===== src/rtl/vga_sync_receiver.sv =====
`default_nettype none
// ============================================================================
// Module   : vga_sync_receiver
// Purpose  : Recovers raster position from hsync/vsync, qualifies the stream
//            with a SEARCH/MEASURE/LOCKED machine and flags timing faults.
// Revision : 1.0 - initial release
// ============================================================================
module vga_sync_receiver #(
    parameter int H_VISIBLE   = 640,
    parameter int H_FRONT     = 16,
    parameter int H_TOTAL     = 800,
    parameter int V_VISIBLE   = 400,
    parameter int V_FRONT     = 12,
    parameter int V_TOTAL     = 449,
    parameter int HS_ACTIVE   = 0,
    parameter int VS_ACTIVE   = 1,
    parameter int H_ALIGN     = 2,
    parameter int LOCK_FRAMES = 2
) (
    input  logic       clk,
    input  logic       reset,
    input  logic       hsync,
    input  logic       vsync,
    output logic [9:0] h_pos,
    output logic [8:0] v_pos,
    output logic       de,
    output logic       locked,
    output logic       frame_start,
    output logic       line_err
);

    localparam logic [1:0]  c_ST_SEARCH  = 2'd0;
    localparam logic [1:0]  c_ST_MEASURE = 2'd1;
    localparam logic [1:0]  c_ST_LOCKED  = 2'd2;

    localparam logic        c_HS_ON      = (HS_ACTIVE != 0);
    localparam logic        c_VS_ON      = (VS_ACTIVE != 0);
    localparam logic [9:0]  c_H_LOAD     = 10'((H_VISIBLE + H_FRONT + H_ALIGN) % H_TOTAL);
    localparam logic [9:0]  c_H_LAST     = 10'(H_TOTAL - 1);
    localparam logic [8:0]  c_V_LOAD     = 9'((V_VISIBLE + V_FRONT) % V_TOTAL);
    localparam logic [8:0]  c_V_LAST     = 9'(V_TOTAL - 1);
    // Counter clears on the edge itself, so a correct line reads H_TOTAL-1.
    localparam logic [10:0] c_PERIOD_OK  = 11'(H_TOTAL - 1);
    localparam logic [10:0] c_PERIOD_MAX = 11'h7FF;
    localparam logic [9:0]  c_LINES_OK   = 10'(V_TOTAL);
    localparam logic [9:0]  c_LINES_MAX  = 10'h3FF;
    localparam int          c_GOOD_W     = (LOCK_FRAMES > 1) ? $clog2(LOCK_FRAMES + 1) : 1;
    localparam logic [c_GOOD_W-1:0] c_GOOD_LOCK = c_GOOD_W'(LOCK_FRAMES);

    logic                r_hs, r_hs_d, r_vs, r_vs_d;
    logic [9:0]          r_h_pos;
    logic [8:0]          r_v_pos;
    logic [10:0]         r_period;
    logic                r_sat_seen;
    logic [9:0]          r_lines;
    logic                r_skip;
    logic [c_GOOD_W-1:0] r_good;
    logic [1:0]          r_state;
    logic                r_line_err;

    logic                w_hs_edge, w_vs_edge, w_h_wrap;
    logic                w_period_bad, w_sat_bad, w_frame_bad, w_err;
    logic [c_GOOD_W-1:0] w_good_next;

    assign w_hs_edge    = (r_hs == c_HS_ON) && (r_hs_d != c_HS_ON);
    assign w_vs_edge    = (r_vs == c_VS_ON) && (r_vs_d != c_VS_ON);
    assign w_h_wrap     = !w_hs_edge && (r_h_pos == c_H_LAST);
    assign w_period_bad = w_hs_edge && !r_skip && (r_period != c_PERIOD_OK);
    assign w_sat_bad    = !w_hs_edge && (r_period == c_PERIOD_MAX) && !r_sat_seen;
    assign w_frame_bad  = w_vs_edge && (r_lines != c_LINES_OK);
    assign w_err        = (r_state != c_ST_SEARCH) && (w_period_bad || w_sat_bad || w_frame_bad);
    assign w_good_next  = r_good + c_GOOD_W'(1);

    always_ff @(posedge clk) begin
        if (!reset) begin
            r_hs    <= ~c_HS_ON;
            r_hs_d  <= ~c_HS_ON;
            r_vs    <= ~c_VS_ON;
            r_vs_d  <= ~c_VS_ON;
            r_h_pos <= '0;
            r_v_pos <= '0;
        end else begin
            r_hs   <= hsync;
            r_hs_d <= r_hs;
            r_vs   <= vsync;
            r_vs_d <= r_vs;

            if (w_hs_edge)
                r_h_pos <= c_H_LOAD;
            else if (w_h_wrap)
                r_h_pos <= '0;
            else
                r_h_pos <= r_h_pos + 10'd1;

            if (w_vs_edge)
                r_v_pos <= c_V_LOAD;
            else if (w_h_wrap)
                r_v_pos <= (r_v_pos == c_V_LAST) ? 9'd0 : r_v_pos + 9'd1;
        end
    end

    always_ff @(posedge clk) begin
        if (!reset) begin
            r_period   <= '0;
            r_sat_seen <= 1'b0;
            r_lines    <= '0;
        end else begin
            if (w_hs_edge)
                r_period <= '0;
            else if (r_period != c_PERIOD_MAX)
                r_period <= r_period + 11'd1;

            if (w_hs_edge)
                r_sat_seen <= 1'b0;
            else if (r_period == c_PERIOD_MAX)
                r_sat_seen <= 1'b1;

            // A coincident hsync edge starts the new frame's first line.
            if (w_vs_edge)
                r_lines <= w_hs_edge ? 10'd1 : 10'd0;
            else if (w_hs_edge && (r_lines != c_LINES_MAX))
                r_lines <= r_lines + 10'd1;
        end
    end

    always_ff @(posedge clk) begin
        if (!reset) begin
            r_state    <= c_ST_SEARCH;
            r_good     <= '0;
            r_skip     <= 1'b1;
            r_line_err <= 1'b0;
        end else begin
            r_line_err <= w_err;

            if (r_state == c_ST_SEARCH)
                r_skip <= 1'b1;
            else if (w_hs_edge)
                r_skip <= 1'b0;

            case (r_state)
                c_ST_SEARCH: begin
                    if (w_vs_edge) begin
                        r_state <= c_ST_MEASURE;
                        r_good  <= '0;
                    end
                end
                c_ST_MEASURE: begin
                    if (w_err) begin
                        r_state <= c_ST_SEARCH;
                    end else if (w_vs_edge) begin
                        r_good <= w_good_next;
                        if (w_good_next == c_GOOD_LOCK)
                            r_state <= c_ST_LOCKED;
                    end
                end
                c_ST_LOCKED: begin
                    if (w_err)
                        r_state <= c_ST_SEARCH;
                end
                default: r_state <= c_ST_SEARCH;
            endcase
        end
    end

    assign h_pos       = r_h_pos;
    assign v_pos       = r_v_pos;
    assign locked      = (r_state == c_ST_LOCKED);
    assign de          = locked && (r_h_pos < 10'(H_VISIBLE)) && (r_v_pos < 9'(V_VISIBLE));
    assign frame_start = locked && (r_h_pos == 10'd0) && (r_v_pos == 9'd0);
    assign line_err    = r_line_err;

endmodule
`default_nettype wire

===== config.mk =====
export PLATFORM = sky130hd
export DESIGN_NAME = vga_sync_receiver
export DESIGN_NICKNAME = d
export VERILOG_FILES = /design/src/rtl/vga_sync_receiver.sv
export SDC_FILE = /design/constraint.sdc
export NUM_CORES = 1
export LEC_CHECK = 0
export ABC_AREA = 0
export ABC_CLOCK_PERIOD_IN_PS = 2000
export BUFFER_PORTS_ARGS = -buffer_cell sky130_fd_sc_hd__buf_2
export CAP_MARGIN = 5
export CORE_MARGIN = 2
export CORE_UTILIZATION = 58
export CTS_CLUSTER_DIAMETER = 80
export DETAILED_ROUTE_END_ITERATION = 7
export GPL_ROUTABILITY_DRIVEN = 0
export HOLD_SLACK_MARGIN = 0.06
export PLACE_DENSITY = 0.86
export SYNTH_ARGS = -nofsm -noshare
export SYNTH_HDL_FRONTEND = slang
export SYNTH_SLANG_ARGS = --single-unit

===== constraint.sdc =====
create_clock -name clk -period 2 [get_ports clk]
set_input_delay 0.3 -clock clk [delete_from_list [all_inputs] [get_ports clk]]
set_output_delay 0.3 -clock clk [all_outputs]
set_load 0.005 [all_outputs]

* Yosys cells after proc, flatten, opt, wreduce, memory -nomap -nowiden *
Index checks and enable logic that the tools add are counted.

operators by class
  multiplexer cells = 18
  add/sub/neg operators = 5
  bitwise operators = 3
  order comparisons = 2
  reduce and logical (&&, ||, !) cells = 32
  equality and inequality tests = 16

operators with widths
  operator                                                           number
  10-bit 2-to-1 mux                                                  4
  9-bit 2-to-1 mux                                                   3
  10-bit by 1-bit adder with 10-bit output, second input constant    2
  2-bit 2-to-1 mux                                                   8
  1-bit logical AND                                                  14
  11-bit by 1-bit adder with 11-bit output, second input constant    1
  11-bit equality test, second input constant                        1
  11-bit by 10-bit != test with 1-bit output, second input constant  1
  11-bit != test, second input constant                              1
  10-bit equality test, second input constant                        1
  10-bit logical NOT                                                 1
  10-bit less-than comparator, second input constant                 1
  10-bit != test, second input constant                              1
  10-bit by 9-bit != test with 1-bit output, second input constant   1
  9-bit by 1-bit adder with 9-bit output, second input constant      1
  9-bit equality test, second input constant                         1
  9-bit logical NOT                                                  1
  9-bit less-than comparator, second input constant                  1
  4-bit AND reduction                                                2
  2-bit nonzero test                                                 4
  2-bit != test, second input constant                               3
  3-bit != test, second input constant                               2
  2-bit case mux with 3 select lines                                 1
  2-bit OR reduction                                                 3
  11 further kinds                                                   17

storage, ports and cells
  word-level logic and storage cells = 91
  bits of input ports = 4
  output and inout bits = 23
  register bits = 51

* Longest topological paths before layout *
  depth in word-level cells = 10
  depth in mapped cells = 7

* Worst setup path after synthesis *
No wires, ideal clock.

  path type = reg2reg
  start point = register r_period[0]
  end point = register r_good[1]
  cell stages (with the launch flop) = 8
  data required time = 1.905 ns
  library setup time = 0.095 ns
  setup slack = 0.172 ns
  path buffers = 1
  data arrival time = 1.733 ns
  cell sequence = dfxtp_1 -> ha_1 -> and3_1 -> buf_6 -> nand4_1 -> a22o_1 -> or4_1 -> o311ai_1

between the ends
  word-level cells in the longest chain between the ends = 8
  elaborated cells between the ends (all ways) = 10
  those cells by class = eq/ne: 3; reduce/logical: 7

RTL lines
  element                           RTL line  RTL
  from (decl)                       53        logic [10:0] r_period;
  from (signal assigned)            111       r_period <= r_period + 11'd1;
  11-bit equality test              69        assign w_sat_bad = !w_hs_edge && (r_period == c_PERIOD_MAX) && !r_sat_seen;
  1-bit logical AND (2 in series)   69
  1-bit logical OR * (2 in series)  71        assign w_err = (r_state != c_ST_SEARCH) && (w_period_bad || w_sat_bad || w_frame_bad);
  1-bit logical AND *               71
  2-bit != test (no line) *         --
  4-bit AND reduction (no line) *   --
  to (signal assigned)              151       r_good <= w_good_next;
  to (decl)                         57        logic [c_GOOD_W-1:0] r_good;

Every way passes the cells marked *; elsewhere a longest branch is shown, timed or not.
A chain may end at the register's enable or synchronous reset.

* Final worst setup path *
  start point = register r_h_pos[7] (netlist: h_pos[7])
  end point = output frame_start

between the ends
  word-level cells in the longest chain between the ends = 3

RTL lines
  element                          RTL line  RTL
  from (decl)                      51        logic [9:0] r_h_pos;
  from (signal assigned)           89        r_h_pos <= c_H_LOAD;
  from (signal assigned)           93        r_h_pos <= r_h_pos + 10'd1;
  10-bit logical NOT               169       assign frame_start = locked && (r_h_pos == 10'd0) && (r_v_pos == 9'd0);
  1-bit logical AND (2 in series)  169
  to (decl)                        28        output logic frame_start,

No other way between the ends.

==> results.md <==
* Outcome: finished clean
* Adder-Cell Fraction of Synth Area at 4.12%
* Vias in the first global route at 1936
* Power Total at 1.81 mW
* CORE AREA at 4000 um^2
* Beginning of the worst hold path: hsync
* YS warnings at 0
* Clk root buf: clkbuf_8
* Postcts setup bufs at 0
* Xor-xnor portion of the synthesized cell area at 7.58%
* Post-synthesis mux area share at 0.412%
* EDFF count, synth at 0
* RR Startpoint: r_period[1]$_SDFFE_PP0P_
* Post-DR wirelength/cell at 13.6 um
* Synthesized cell area at 2430 um^2
* Hold Fails Final Rpt at 0
* Worst hold stages at 2
* Gr usage total at 22.8%
* Fin nets at 335
* Vias/cell at 5.85
* Post-place setup slack at 82.3 ps
* R2R cell count at 6
* Ant diodes at 0
* Final hold slack at 175 ps
* Crit path arrival time at 1630 ps
* Synth cell types at 48
* FF-to-FF setup slack at 130 ps
* Grt ovf at 0
* Commonest non-fill, non-tap cells in the layout: dfxtp_1, nor2_1, buf_2
* Antenna Violating Nets Remaining at 0
* Relative slew slack at 60.1%
* Hold Crit Class: in -> reg
* Final TNS setup at 0 ps
* Commonest register cell after synthesis: dfxtp_1
* Reg-to-Reg End: r_good[1]$_SDFFE_PN0P_
* Post-synthesis simple-gate area fraction at 26.9%
* Via count at 2188
* PnR worst setup slack at 67.1 ps
* Row cnt at 23
* Initial DRC Count at 139
* Synthesized instance count at 284
* Number of buffers created by CTS at 5
* Die W at 68.7 um
* Slew at the pin closest to its max-slew limit at 594 ps
* Worst vdd ir at 0.432 mV
* Number of I/O pins at 27
* Post-synthesis net count at 296
* Setup Skew at 9.18 ps
* Clock slew at the register clock pins of the worst setup and hold paths at 90 ps
* Fin crit share at 96.6%
* Synth Register Bits at 51
* DP HPWL at 3590 um
* Crit path kind: reg -> out
* Final wirelength at 5070 um
* H-tree Lvls at 2
* Sequential-to-total area share from yosys stat at 42.1%
* I/O Buffers at 26
* Share of cells above drive strength 1 at 17.0%
* Area grow syn2layout at 15.2%
* CTS Hold Bufs at 0
* Die Y at 68.7 um
* RSZ-0062 raised after global routing: no
* Initial antenna violation count at 0
* Setup violations, final at 0
* CP Capture Type: primary output
* TritonRoute pass-1 iters at 4
* Largest family of logic cells by synthesized area: simple AND/OR/NAND/NOR gates
* CTS Sinks at 51
* Max Slew Vio Count at 0
* Asr flop ratio synth at 0%
* Min Tclk post-route at 1930 ps
* Largest net degree at the start of global routing at 22
* Full die area at 4720 um^2
* Required @ worst endpoint at 1700 ps
* Clock Tree Buf Depth at 2
* Worst skew pair latency at 300 ps
* Final core utilization at 69.9%
* Power per cell area at 648 nW/um^2
* F_max at 0.517 GHz
* Commonest non-fill, non-tap cell in the layout: dfxtp_1
* Syn avg cell area at 8.55 um^2
* First-pass GRT wire length at 8180 um
* Synth Area in Compound Gates at 15.0%
* CP Launch Type: flop
* CTS tree: built
* Hold EP: r_hs$_SDFF_PN1_
* CP max FO at 5
* Static Leakage at 1.13 nW
* Initial Utilization at 60.7%
* Max Cap Viol at 0
* DRC viols at 0
-- cell usage after synthesis (5+ instances only) --
cell type	count	area share (%)
a31oi_1	6	1.5
and3_1	8	2.1
ha_1	8	4.1
nand4_1	11	2.8
o21ai_0	9	1.9
nor2_1	40	6.2
inv_1	13	2.0
nor4_1	6	1.5
xnor2_1	5	1.8
clkbuf_1	8	1.2
nand3_1	12	2.5
xor2_1	16	5.8
a21oi_1	11	2.3
nand2_1	21	3.2
dfxtp_1	51	42
-- stage by stage --
step	std cells	instance area, um^2
floorplan	284	2430
global placement	366	2690
detailed placement	366	2690
CTS	374	2790
global route	374	2800
finish	374	2800
-- metal layers --
metal	vias up	global-route usage, %	routed length [um]
met3	7	5.03	272
met1	1004	27.2	2290
met5	-	0	0
met2	73	39.5	2430
li1	1104	-	-
met4	0	9.07	80
-- worst max-delay path: stages, from the launching register on --
cell and delay [ps]:
dfxtp_1 360, or2_2 320, or3_1 340, nor3_1 170, buf_2 140
-- power by group --
group | switching (mW) | internal [mW] | leakage, nW | total (mW)
Sequential | 0.0301 | 1.04 | 0.415 | 1.07
Combinational | 0.0836 | 0.0723 | 0.673 | 0.156
Clock | 0.338 | 0.245 | 0.0412 | 0.583
-- worst max path at each step --
stage                             startpoint                      to  slack [ps]  depth (start not counted)
finish                   h_pos[7]$_SDFF_PN0_             frame_start          70                          4
global route        r_period[1]$_SDFFE_PP0P_  r_good[1]$_SDFFE_PN0P_           7                          6
CTS                 r_period[1]$_SDFFE_PP0P_  r_good[1]$_SDFFE_PN0P_          50                          6
detailed placement  r_period[1]$_SDFFE_PP0P_  r_good[1]$_SDFFE_PN0P_          80                          6
global placement    r_period[1]$_SDFFE_PP0P_  r_good[1]$_SDFFE_PN0P_         150                          6
floorplan           r_period[0]$_SDFFE_PP0P_  r_good[1]$_SDFFE_PN0P_         170                          7
-- final cells by class --
cell class              count  area [um^2]
inverters                  13         48.8
repair buffers             42          250
clock buffers               6         72.6
clock inverters             2         12.5
multi-input cells         210         1330
flip-flops and latches     51         1020
well taps                  50         62.6
fillers                   316         1200
-- state kept, by name, indices dropped and copies added (netlist names) --
| name | count |
|---|---|
| v_pos | 9 |
| line_err | 1 |
| r_hs_d | 1 |
| r_vs | 1 |
| r_state | 2 |
| r_skip | 1 |
| r_good | 2 |
| r_lines | 10 |
| r_period | 11 |
| r_vs_d | 1 |
| r_sat_seen | 1 |
| r_hs | 1 |
| h_pos | 10 |
-- timing repair --
action	4_1_cts	5_1_grt
gates resized for setup	1	4
pin swaps	0	1
endpoints found under the setup margin	1	7
-- kinds of logic after synthesis --
logic type | after synthesis
buffers and inverters | 23
AO/OA/AOI/OAI | 53
AND/OR/NAND/NOR | 127
flip-flops | 51
multiplexers | 1
adder cells (fa/ha/maj) | 8
XOR/XNOR | 21
Power figures use the tool's default switching activity.
